[src/rtl/pwm_ramp_ctrl.sv]
// pwm_ramp_ctrl: ramps the duty-cycle input of a PWM generator toward a
// requested target. It takes a programmable step after a programmable number
// of PWM periods. Duty changes land only on the edge that closes the last
// cycle of a PWM period, so every PWM period runs with a single duty value.
module pwm_ramp_ctrl #(
  parameter int RESOLUTION = 4,
  parameter int HOLD_WIDTH = 8
) (
  input  logic                  i_clk,
  input  logic                  i_rst_n,
  input  logic                  i_req_valid,
  output logic                  o_req_ready,
  input  logic [RESOLUTION-1:0] i_target_duty,
  input  logic [RESOLUTION-1:0] i_step,
  input  logic [HOLD_WIDTH-1:0] i_hold_periods,
  input  logic                  i_abort,
  output logic [RESOLUTION-1:0] o_duty_cycle,
  output logic                  o_period_start,
  output logic                  o_busy,
  output logic                  o_done
);

  typedef enum logic [0:0] {
    ST_IDLE = 1'b0,
    ST_RAMP = 1'b1
  } state_t;

  localparam logic [RESOLUTION-1:0] PHASE_LAST = {RESOLUTION{1'b1}};
  localparam logic [RESOLUTION-1:0] DUTY_ONE   = RESOLUTION'(1);
  localparam logic [HOLD_WIDTH-1:0] HOLD_ONE   = HOLD_WIDTH'(1);

  state_t                  state_r;
  state_t                  state_next_s;
  logic [RESOLUTION-1:0]   phase_r;
  logic [RESOLUTION-1:0]   duty_r;
  logic [RESOLUTION-1:0]   duty_next_s;
  logic [RESOLUTION-1:0]   target_r;
  logic [RESOLUTION-1:0]   target_next_s;
  logic [RESOLUTION-1:0]   step_r;
  logic [RESOLUTION-1:0]   step_next_s;
  logic [HOLD_WIDTH-1:0]   hold_r;
  logic [HOLD_WIDTH-1:0]   hold_next_s;
  logic [HOLD_WIDTH-1:0]   hold_cnt_r;
  logic [HOLD_WIDTH-1:0]   hold_cnt_next_s;
  logic [HOLD_WIDTH:0]     hold_cnt_inc_s;
  logic [RESOLUTION-1:0]   stepped_duty_s;
  logic                    done_r;
  logic                    done_next_s;
  logic                    boundary_s;

  // One ramp step toward the target, saturating at the target. The extra
  // bit catches both the carry going up and the borrow going down, so the
  // duty can neither overshoot nor wrap.
  function automatic logic [RESOLUTION-1:0] ramp_step(
    input logic [RESOLUTION-1:0] duty,
    input logic [RESOLUTION-1:0] target,
    input logic [RESOLUTION-1:0] step
  );
    logic [RESOLUTION:0] sum;
    logic [RESOLUTION:0] diff;
    logic [RESOLUTION-1:0] result;
    sum  = {1'b0, duty} + {1'b0, step};
    diff = {1'b0, duty} - {1'b0, step};
    if (target > duty) begin
      if (sum >= {1'b0, target}) begin
        result = target;
      end else begin
        result = sum[RESOLUTION-1:0];
      end
    end else begin
      if (diff[RESOLUTION] || (diff[RESOLUTION-1:0] <= target)) begin
        result = target;
      end else begin
        result = diff[RESOLUTION-1:0];
      end
    end
    return result;
  endfunction

  assign boundary_s     = (phase_r == PHASE_LAST);
  assign o_period_start = boundary_s;
  assign o_req_ready    = (state_r == ST_IDLE);
  assign o_busy         = (state_r == ST_RAMP);
  assign o_duty_cycle   = duty_r;
  assign o_done         = done_r;

  assign hold_cnt_inc_s = {1'b0, hold_cnt_r} + (HOLD_WIDTH + 1)'(1);
  assign stepped_duty_s = ramp_step(duty_r, target_r, step_r);

  // Free-running phase counter kept in lockstep with the PWM period counter.
  always_ff @(posedge i_clk or negedge i_rst_n) begin
    if (!i_rst_n) begin
      phase_r <= {RESOLUTION{1'b0}};
    end else begin
      phase_r <= phase_r + DUTY_ONE;
    end
  end

  // Next-state logic: accept requests, count boundaries, step the duty, abort.
  always_comb begin
    state_next_s    = state_r;
    duty_next_s     = duty_r;
    target_next_s   = target_r;
    step_next_s     = step_r;
    hold_next_s     = hold_r;
    hold_cnt_next_s = hold_cnt_r;
    done_next_s     = 1'b0;
    case (state_r)
      ST_IDLE: begin
        if (i_req_valid) begin
          target_next_s   = i_target_duty;
          step_next_s     = (i_step == {RESOLUTION{1'b0}}) ? DUTY_ONE : i_step;
          hold_next_s     = (i_hold_periods == {HOLD_WIDTH{1'b0}}) ? HOLD_ONE : i_hold_periods;
          hold_cnt_next_s = {HOLD_WIDTH{1'b0}};
          if (i_target_duty == duty_r) begin
            done_next_s = 1'b1;
          end else begin
            state_next_s = ST_RAMP;
          end
        end else begin
          state_next_s = ST_IDLE;
        end
      end
      ST_RAMP: begin
        if (i_abort) begin
          state_next_s    = ST_IDLE;
          hold_cnt_next_s = {HOLD_WIDTH{1'b0}};
        end else if (boundary_s) begin
          if (hold_cnt_inc_s == {1'b0, hold_r}) begin
            duty_next_s     = stepped_duty_s;
            hold_cnt_next_s = {HOLD_WIDTH{1'b0}};
            if (stepped_duty_s == target_r) begin
              state_next_s = ST_IDLE;
              done_next_s  = 1'b1;
            end else begin
              state_next_s = ST_RAMP;
            end
          end else begin
            hold_cnt_next_s = hold_cnt_inc_s[HOLD_WIDTH-1:0];
          end
        end else begin
          state_next_s = ST_RAMP;
        end
      end
      default: begin
        state_next_s    = ST_IDLE;
        hold_cnt_next_s = {HOLD_WIDTH{1'b0}};
      end
    endcase
  end

  // Registers for the FSM, the latched request and the duty/done outputs.
  always_ff @(posedge i_clk or negedge i_rst_n) begin
    if (!i_rst_n) begin
      state_r    <= ST_IDLE;
      duty_r     <= {RESOLUTION{1'b0}};
      target_r   <= {RESOLUTION{1'b0}};
      step_r     <= DUTY_ONE;
      hold_r     <= HOLD_ONE;
      hold_cnt_r <= {HOLD_WIDTH{1'b0}};
      done_r     <= 1'b0;
    end else begin
      state_r    <= state_next_s;
      duty_r     <= duty_next_s;
      target_r   <= target_next_s;
      step_r     <= step_next_s;
      hold_r     <= hold_next_s;
      hold_cnt_r <= hold_cnt_next_s;
      done_r     <= done_next_s;
    end
  end

endmodule
[config.mk]
export PLATFORM = sky130hd
export DESIGN_NAME = pwm_ramp_ctrl
export DESIGN_NICKNAME = d
export VERILOG_FILES = /design/src/rtl/pwm_ramp_ctrl.sv
export SDC_FILE = /design/constraint.sdc
export NUM_CORES = 1
export LEC_CHECK = 0
export ABC_AREA = 1
export BUFFER_PORTS_ARGS = -buffer_cell sky130_fd_sc_hd__buf_2
export CAP_MARGIN = 20
export CORE_AREA = 2 2 91 93
export DETAILED_ROUTE_END_ITERATION = 10
export DIE_AREA = 0 0 93 95
export SLEW_MARGIN = 20
export SYNTH_ARGS = -nofsm -noshare
export SYNTH_HDL_FRONTEND = slang
export SYNTH_SLANG_ARGS = --single-unit
[constraint.sdc]
create_clock -name i_clk -period 3.8 [get_ports i_clk]
set_input_delay 0.19 -clock i_clk [delete_from_list [all_inputs] [get_ports i_clk]]
set_output_delay 0.19 -clock i_clk [all_outputs]
set_load 0.03 [all_outputs]
---- Word level (Yosys, flattened, before mapping) ----
Cells that the tools add are included.
storage, ports and cells
  input bits .............................. 20
  output and inout bits ................... 8
  bits in registers ....................... 34
  word-level logic and storage cells ...... 53
cells by class
  add/subtract/negate cells ............... 4
  muxes and demuxes ....................... 24
  magnitude comparators ................... 3
  reduce and logical (&&, ||, !) cells .... 6
  bitwise logic cells ..................... 2
  eq/ne operators ......................... 6
operator list
  kind                                           count
  2-to-1 mux 8 bit                               5
  2-to-1 mux 4 bit                               4
  case mux 8 bit (2 select lines)                1
  2-to-1 mux 1 bit                               12
  adder 8 x 1 -> 9 bit (second input constant)   1
  equality test 9 x 8 -> 1 bit                   1
  equality test 4 bit                            2
  zero test 8 bit                                1
  adder 4 x 4 -> 5 bit                           1
  greater-or-equal comparator 5 x 4 -> 1 bit     1
  subtractor 4 x 4 -> 5 bit                      1
  adder 4 x 1 -> 4 bit (second input constant)   1
  equality test 4 bit (second input constant)    1
  greater-than comparator 4 bit                  1
  <= comparator 4 bit                            1
  zero test 4 bit                                1
  case mux 1 bit (2 select lines)                2
  AND reduction 2 bit                            2
  AND reduction 4 bit                            1
  inequality test 3 bit (second input constant)  1
  inequality test 2 bit (second input constant)  1
  NOT 1 bit                                      2
  logical OR 1 bit                               1

---- Logic depth before layout (Yosys ltp) ----
Gate-level depths: netlist of the first run.
  depth in word-level cells ............... 11
  gate-level depth with buffers ........... 21
  depth with buffers taken out ............ 21

---- Worst setup path after synthesis of the first run ----
Ideal clock, no wire load.
  path kind ............................... reg-to-reg
  start ................................... register duty_r[0] (netlist: o_duty_cycle[0])
  end ..................................... register state_r (netlist: o_busy)
  data required time ...................... 3.683 ns
  cell stages (with the launch flop) ...... 21
  period minus slack after synthesis ...... 2.783 ns
  path buffers ............................ 0
  setup time .............................. 0.117 ns
  setup slack ............................. 1.017 ns
  data arrival time ....................... 2.666 ns
  cells stage by stage .................... dfrtp_1 -> inv_1 -> ha_1 -> inv_1 -> fa_1 -> xor2_1 -> ha_1 -> nand2_1 -> inv_1 -> nand2_1 -> nand2_1 -> nand2_2 -> inv_1 -> nand2_1 -> nand3_1 -> nand3_1 -> nand2_1 -> nor2_1 -> nand2_1 -> nand2_1 -> nand2_1
on the way
  cells in the longest elaborated chain, start to end .. 11
  elaborated cells between the ends (all ways) .. 18
  classes of those cells .................. 2 x add/sub; 3 x order compare; 2 x eq/ne; 10 x mux; 1 x reduce/logical
RTL lines
  element                            RTL line  text
  start: declaration                 35        logic [RESOLUTION-1:0] duty_r;
  start signal: assignment           156       duty_r <= {RESOLUTION{1'b0}};
  start signal: assignment           164       duty_r <= duty_next_s;
  subtractor 4 x 4 -> 5 bit          63        diff = {1'b0, duty} - {1'b0, step};
  <= comparator 4 bit                71        if (diff[RESOLUTION] || (diff[RESOLUTION-1:0] <= target)) begin
  logical OR 1 bit                   71
  2-to-1 mux 4 bit                   71
  2-to-1 mux 4 bit                   64        if (target > duty) begin
  equality test 4 bit                132       if (stepped_duty_s == target_r) begin
  2-to-1 mux 1 bit                   132
  2-to-1 mux 1 bit                   129       if (hold_cnt_inc_s == {1'b0, hold_r}) begin
  2-to-1 mux 1 bit                   128       end else if (boundary_s) begin
  2-to-1 mux 1 bit                   125       if (i_abort) begin
  case mux 1 bit (2 select lines) *  108       case (state_r)
  named net state_next_s             33        state_t state_next_s;
  end signal: assignment             163       state_r <= state_next_s;
  end: declaration                   32        state_t state_r;
Mark *: on every way through the listed nets, which the timed path passes. The rest lies on a longest branch.
A chain may end at the register's enable or synchronous reset.

---- Worst setup path in the final report of the first run ----
Same ends and word-level chain as after synthesis.

==> results.py, run 1 <==
metrics = {
    "cells_and_area": {
        "nFillCells": 847,
        "drive_gt1_share_pct": 15.6,
        "areaGrowthSynthToFinish_pct": 12.6,
        "diodes": 0,
        "nets": 435,
    },
    "sta": {
        "setup_viol_count_final": 0,
        "slew_headroom_pct": 47.4,
        "rsz0062_at_grt": "false",
        "slew_violations": 0,
        "finalHoldViolations": 32,
        "timing.final.ws_setup_ps": 829,
        "fin_crit_sh_pct": 78.2,
        "fmaxAchievable_mhz": 337,
        "fin_skew_ps": 6.31,
        "min_period_ps": 2970,
        "fin_hold_ws_ps": -27.8,
        "tightest_slew_ps": 789,
        "tns_ps": 0,
    },
    "drt": {
        "topRoutingLayerUsed": "met4",
        "wl_met1_um": 3100,
        "detail-route-antenna-nets": 0,
        "via_per_inst": 4.80,
        "routed_wl_um": 6470,
        "drt_iter0_drc": 177,
        "wl_met2_um": 2920,
        "drt-pass1-iter-count": 4,
        "wl_per_cell_um": 13.0,
        "route.detailed.drc": 0,
        "wl_met3_um": 366,
        "vias": 2387,
    },
    "critical_path": {
        "critPathLaunchType": "register",
        "endpoint": "o_busy$_DFF_PN0_",
        "r2r-start": "o_duty_cycle[0]$_DFFE_PN0P_",
        "cp_max_fo": 7,
        "reg2reg_slack_ps": 830,
        "worstSetupPathType": "reg2reg",
        "worstSetupEndpointType": "register",
        "cp.arrival_ps": 3160,
        "cp-startpoint": "o_duty_cycle[0]$_DFFE_PN0P_",
        "timing.rr.end": "o_busy$_DFF_PN0_",
        "r2r_cells": 16,
        "worstPathRequired_ps": 3990,
    },
    "die": {
        "die_w_um": 93,
        "core_area_sq_um": 7930,
        "row_count": 33,
        "die_h_um": 95,
        "io_pins": 28,
        "die_area_sq_um": 8840,
        "start_util_pct": 33.5,
    },
    "yosys": {
        "synth_cells": 362,
        "yosys_warnings": 0,
        "ys_seq_elements": 34,
        "synth_nets": 406,
        "yosysTopAreaCell": "dfrtp_1",
        "synthTopCellsByArea": "dfrtp_1 (30%), nand2_1 (15%), ha_1 (10%)",
        "ys_types": 36,
        "netlist_area_sq_um": 2650,
        "synth_top_area_share_pct": 30.2,
        "synth.avg_cell_area_sq_um": 7.33,
        "yosysSeqAreaShare_pct": 32.2,
    },
    "place": {
        "dp_hpwl_um": 5040,
        "numPortBuffers": 27,
        "gp_congestion": 0.943,
        "dp_slack_ps": 872,
    },
    "clock_network": {
        "cts_tree": "done",
        "cts_buffers": 5,
        "clockRootBuffer": "clkbuf_8",
        "cts_hold_buf": 0,
        "cts_resized": 0,
        "clk_pin_slew_ps": 80,
        "htreeDepth": 2,
        "numClockSinks": 34,
        "clock_latency_ps": 300,
        "cts_buffer_depth": 2,
        "postCtsSetupBuffers": 0,
    },
    "global_route": {
        "grt_pass1_vias": 2404,
        "grt_overflow": 0,
        "grt_start_max_net_pins": 35,
        "grt_pass1_wl_um": 11500,
        "grt_use_total_pct": 16.4,
        "antenna_found_initial": 0,
    },
    "status": {
        "violations": "hold timing",
        "outcome": "finished with violations",
    },
    "power_and_ir_drop": {
        "p_per_area_nw_per_um2": 475,
        "p_leak_nw": 1.53,
        "vdd_drop_max_mv": 0.137,
    },
    "worst_hold_path": {
        "hold_class": "in2async",
    },
    "run": {
        "cap_violations": 0,
    },
}
per-stage QoR:
step	utilization (%)	hold slack, ps	area, sq um	power [mW]	cells
6_report	37.7	-27.8	2990	1.42	497
4_1_cts	37.7	5.48	2990	1.42	497
2_1_floorplan	-	-106	2650	0.969	362
5_1_grt	37.7	35.7	2990	1.56	497
3_5_place_dp	36.5	324	2890	1.12	489
3_3_place_gp	36.5	322	2890	1.11	489
worst max-delay path, stage by stage (launching register included):
cell     delay (ps)
dfrtp_1         440
ha_1            260
fa_1            410
xnor2_1         260
ha_1            290
a21oi_1         140
nand2_1          80
nand2_1         200
nand2_2         130
nand2_1         100
nand3_1         110
nand3_1         110
nand3_2          80
nor2_2          100
nand2_1          60
nand2_1          50
nand2_1          40
cell usage in the layout (no fill, tap or decap), types with 5 or more instances in the layout:
cell type,Yosys,final
inv_1,53,53
a21oi_1,6,6
clkbuf_8,0,6
nand3_1,40,40
ha_1,22,22
o21ai_0,18,18
xor2_1,8,8
nor2_2,7,7
nand2_2,5,5
buf_2,0,27
nand3b_1,5,5
dfrtp_1,32,32
o32ai_1,6,6
nand2_1,108,108
o21ai_1,6,6
nor2_1,7,7
how the worst min path moves through the flow:
| stage | start | slack, ps | to |
|---|---|---|---|
| 5_1_grt | i_rst_n | 40 | hold_r[6]$_DFFE_PN0P_ |
| 2_1_floorplan | i_rst_n | -110 | hold_cnt_r[0]$_DFFE_PN0P_ |
| 6_report | i_rst_n | -30 | hold_cnt_r[2]$_DFFE_PN0P_ |
| 3_3_place_gp | i_rst_n | 320 | hold_r[7]$_DFFE_PN0P_ |
| 4_1_cts | i_rst_n | 5 | hold_r[7]$_DFFE_PN0P_ |
| 3_5_place_dp | i_rst_n | 320 | hold_r[7]$_DFFE_PN0P_ |
cell usage after synthesis:
master and number:
a21oi_1 6, a21oi_2 1, a21oi_4 1, a31oi_1 1
a41oi_1 1, buf_4 3, clkbuf_1 3, clkinv_1 3
dfrtp_1 32, dfstp_2 2, fa_1 2, ha_1 22
inv_1 53, inv_2 2, nand2_1 108, nand2_2 5
nand3_1 40, nand3_2 3, nand3_4 1, nand3b_1 5
nand4_1 4, nor2_1 7, nor2_2 7, nor2_4 1
nor2_8 1, nor4_1 2, o21ai_0 18, o21ai_1 6
o21bai_1 1, o31ai_1 1, o32ai_1 6, or2_0 1
or2_1 1, or2_2 1, xnor2_1 3, xor2_1 8
where the power goes:
| part | switching, mW | internal [mW] | total [mW] |
|---|---|---|---|
| Combinational | 0.436 | 0.240 | 0.677 |
| Sequential | 0.0426 | 0.406 | 0.448 |
| Clock | 0.148 | 0.146 | 0.294 |
| Total | 0.627 | 0.792 | 1.42 |
metal layers:
layer	vias up	track usage (%)
li1	1223	-
met3	8	2.95
met2	61	27.1
met5	-	0
met4	0	4.66
met1	1095	22.2
logic make-up (layout without fill, tap and decap cells):
kind of cell | count (synthesis) | after routing | share of synthesized area (%)
buf+inv | 64 | 94 | 9.48
fa+ha+maj | 24 | 24 | 11.9
xor+xnor | 11 | 11 | 3.63
compound gates | 42 | 42 | 9.71
simple gates | 187 | 187 | 33.1
flops | 34 | 34 | 32.2
flip-flops by register name, indices dropped and copies added (netlist names):
| signal | flops |
|---|---|
| hold_r | 8 |
| hold_cnt_r | 8 |
| step_r | 4 |
| phase_r | 4 |
| target_r | 4 |
| o_duty_cycle | 4 |
| o_done | 1 |
| o_busy | 1 |
area by class of cell:
type                    count  area [sq um]  share of cell area, %
multi-input cells         264          1550                   51.8
flip-flops and latches     34           853                   28.5
inverters                  58           218                   7.28
repair buffers             28           143                   4.77
well taps                 105           131                   4.40
clock buffers               6          82.6                   2.76
clock inverters             2          12.5                  0.419
Note: power is estimated with default switching activity, not from simulation.
==> run 2: changes to the inputs <==
==> constraint.sdc (replaced) <==
create_clock -name i_clk -period 3 [get_ports i_clk]
set_input_delay 0.15 -clock i_clk [delete_from_list [all_inputs] [get_ports i_clk]]
set_output_delay 0.15 -clock i_clk [all_outputs]
set_load 0.03 [all_outputs]
==> results.py, run 2 (synthesized netlist as in run 1, its figures left out) <==
metrics = {
    "status": {
        "outcome": "completed",
    },
    "sta": {
        "fmaxAchievable_mhz": 356,
        "timing.final.ws_setup_ps": 194,
        "tightest_slew_ps": 755,
        "slew_headroom_pct": 49.6,
        "setup_viol_count_final": 0,
        "fin_skew_ps": 6.20,
        "min_period_ps": 2810,
        "fin_crit_sh_pct": 93.5,
        "tns_ps": 0,
        "slew_violations": 0,
        "finalHoldViolations": 0,
    },
    "cells_and_area": {
        "final_area_sq_um": 3100,
        "instances_no_fill": 503,
        "multi_input_area_sq_um": 1610,
        "nets": 441,
        "regArea_sq_um": 857,
        "nFillCells": 812,
        "reg.largest.list": "hold_cnt_r x8, hold_r x8",
        "layout_commonest_cell": "nand2_1",
        "areaGrowthSynthToFinish_pct": 16.8,
        "drive_gt1_share_pct": 19.8,
        "diodes": 0,
        "final_cell_mix": "nand2_1 (106), inv_1 (53), nand3_1 (39)",
    },
    "global_route": {
        "grt_use_total_pct": 15.2,
        "grt_pass1_wl_um": 10600,
        "grt_pass1_vias": 2260,
        "antenna_found_initial": 0,
        "grt_overflow": 0,
        "grt_start_max_net_pins": 35,
    },
    "place": {
        "dp_slack_ps": 8.25,
        "dp_hpwl_um": 4960,
        "dp.cells": 491,
        "gp_congestion": 0.822,
        "numPortBuffers": 27,
        "place_area_sq_um": 2910,
    },
    "die": {
        "die_h_um": 95,
        "io_pins": 28,
        "die_area_sq_um": 8840,
        "row_count": 33,
        "start_util_pct": 33.5,
        "die_w_um": 93,
        "core_area_sq_um": 7930,
    },
    "critical_path": {
        "worstPathRequired_ps": 3170,
        "critPathLaunchType": "register",
        "cp_max_fo": 7,
        "worstSetupPathType": "reg2reg",
        "cp.arrival_ps": 2980,
        "worstSetupEndpointType": "register",
    },
    "drt": {
        "drt_iter0_drc": 127,
        "drt-pass1-iter-count": 6,
        "topRoutingLayerUsed": "met4",
        "detail-route-antenna-nets": 0,
        "wl_met1_um": 3110,
        "route.detailed.drc": 0,
        "vias": 2379,
        "wl_met3_um": 303,
        "via_per_inst": 4.73,
        "routed_wl_um": 6420,
        "wl_per_cell_um": 12.8,
        "wl_met2_um": 2950,
    },
    "power_and_ir_drop": {
        "p_per_area_nw_per_um2": 606,
        "p_total_mw": 1.88,
        "p_leak_nw": 1.58,
        "vdd_drop_max_mv": 0.138,
    },
    "run": {
        "cap_violations": 0,
    },
    "clock_network": {
        "cts_buffer_depth": 2,
        "cts_tree": "done",
        "clk_pin_slew_ps": 80,
        "cts_buffers": 5,
        "htreeDepth": 2,
        "numClockSinks": 34,
        "clock_latency_ps": 280,
        "clockRootBuffer": "clkbuf_8",
    },
    "worst_hold_path": {
        "hold_class": "in2reg",
    },
}
## run 2: critical path: stages (launching register included)
cell,delay [ps]
dfrtp_2,420
ha_1,230
fa_1,440
xnor2_2,170
ha_1,300
nand2_1,50
inv_1,60
nand2_1,60
nand2_1,70
nand2_2,100
nand2_2,140
nand2_1,80
nand2_1,70
nand2_1,50
nand3_1,90
nand3_2,80
nor2_2,100
nand2_1,70
nand2_1,60
nand2_1,40
## run 2: worst paths after layout
check	to	cells after the start	slack (ps)	from
min in group asynchronous	hold_r[5]$_DFFE_PN0P_	2	470	i_rst_n
worst max-delay path	o_busy$_DFF_PN0_	19	190	o_duty_cycle[0]$_DFFE_PN0P_
max in group asynchronous	step_r[1]$_DFFE_PN0P_	2	2000	i_rst_n
worst min-delay path	hold_r[5]$_DFFE_PN0P_	3	90	i_hold_periods[5]
worst max register to register	o_busy$_DFF_PN0_	19	190	o_duty_cycle[0]$_DFFE_PN0P_
worst min register to register	phase_r[0]$_DFF_PN0_	1	460	phase_r[0]$_DFF_PN0_
## run 2: layout make-up
cell class / count / share of cell area [%]
clock buffers: 6 / 2.66
multi-input cells: 264 / 51.9
clock inverters: 2 / 0.404
flip-flops and latches: 34 / 27.7
inverters: 58 / 7.02
repair buffers: 34 / 6.14
well taps: 105 / 4.24
## run 2: layer usage
metal	vias to the layer above	GRT usage, %
met3	4	3.03
met1	1082	19.9
met2	52	25.8
met5	-	0
met4	0	3.43
li1	1241	-
## run 2: power breakdown
group          switching (mW)  leakage, nW  internal, mW  total [mW]
registers              0.0539        0.416         0.515       0.569
logic                   0.595         1.11         0.355       0.950
clock network           0.175       0.0472         0.185       0.360
## run 2: timing repair
| action | CTS | global route |
|---|---|---|
| hold buffers | 1 | 0 |
| resized for setup | 1 | 15 |
| buffers inserted | 0 | 3 |
| pin swaps | 0 | 3 |
| hold endpoints to repair | 32 | 0 |
| endpoints found under the setup margin | 1 | 5 |
## run 2: per-stage QoR
step / hold slack [ps] / utilization, %
floorplan: -146 / -
global placement: 272 / 36.7
detailed placement: 273 / 36.7
CTS: 84.6 / 38.1
global route: 87.8 / 39.1
finish: 89.8 / 39.1
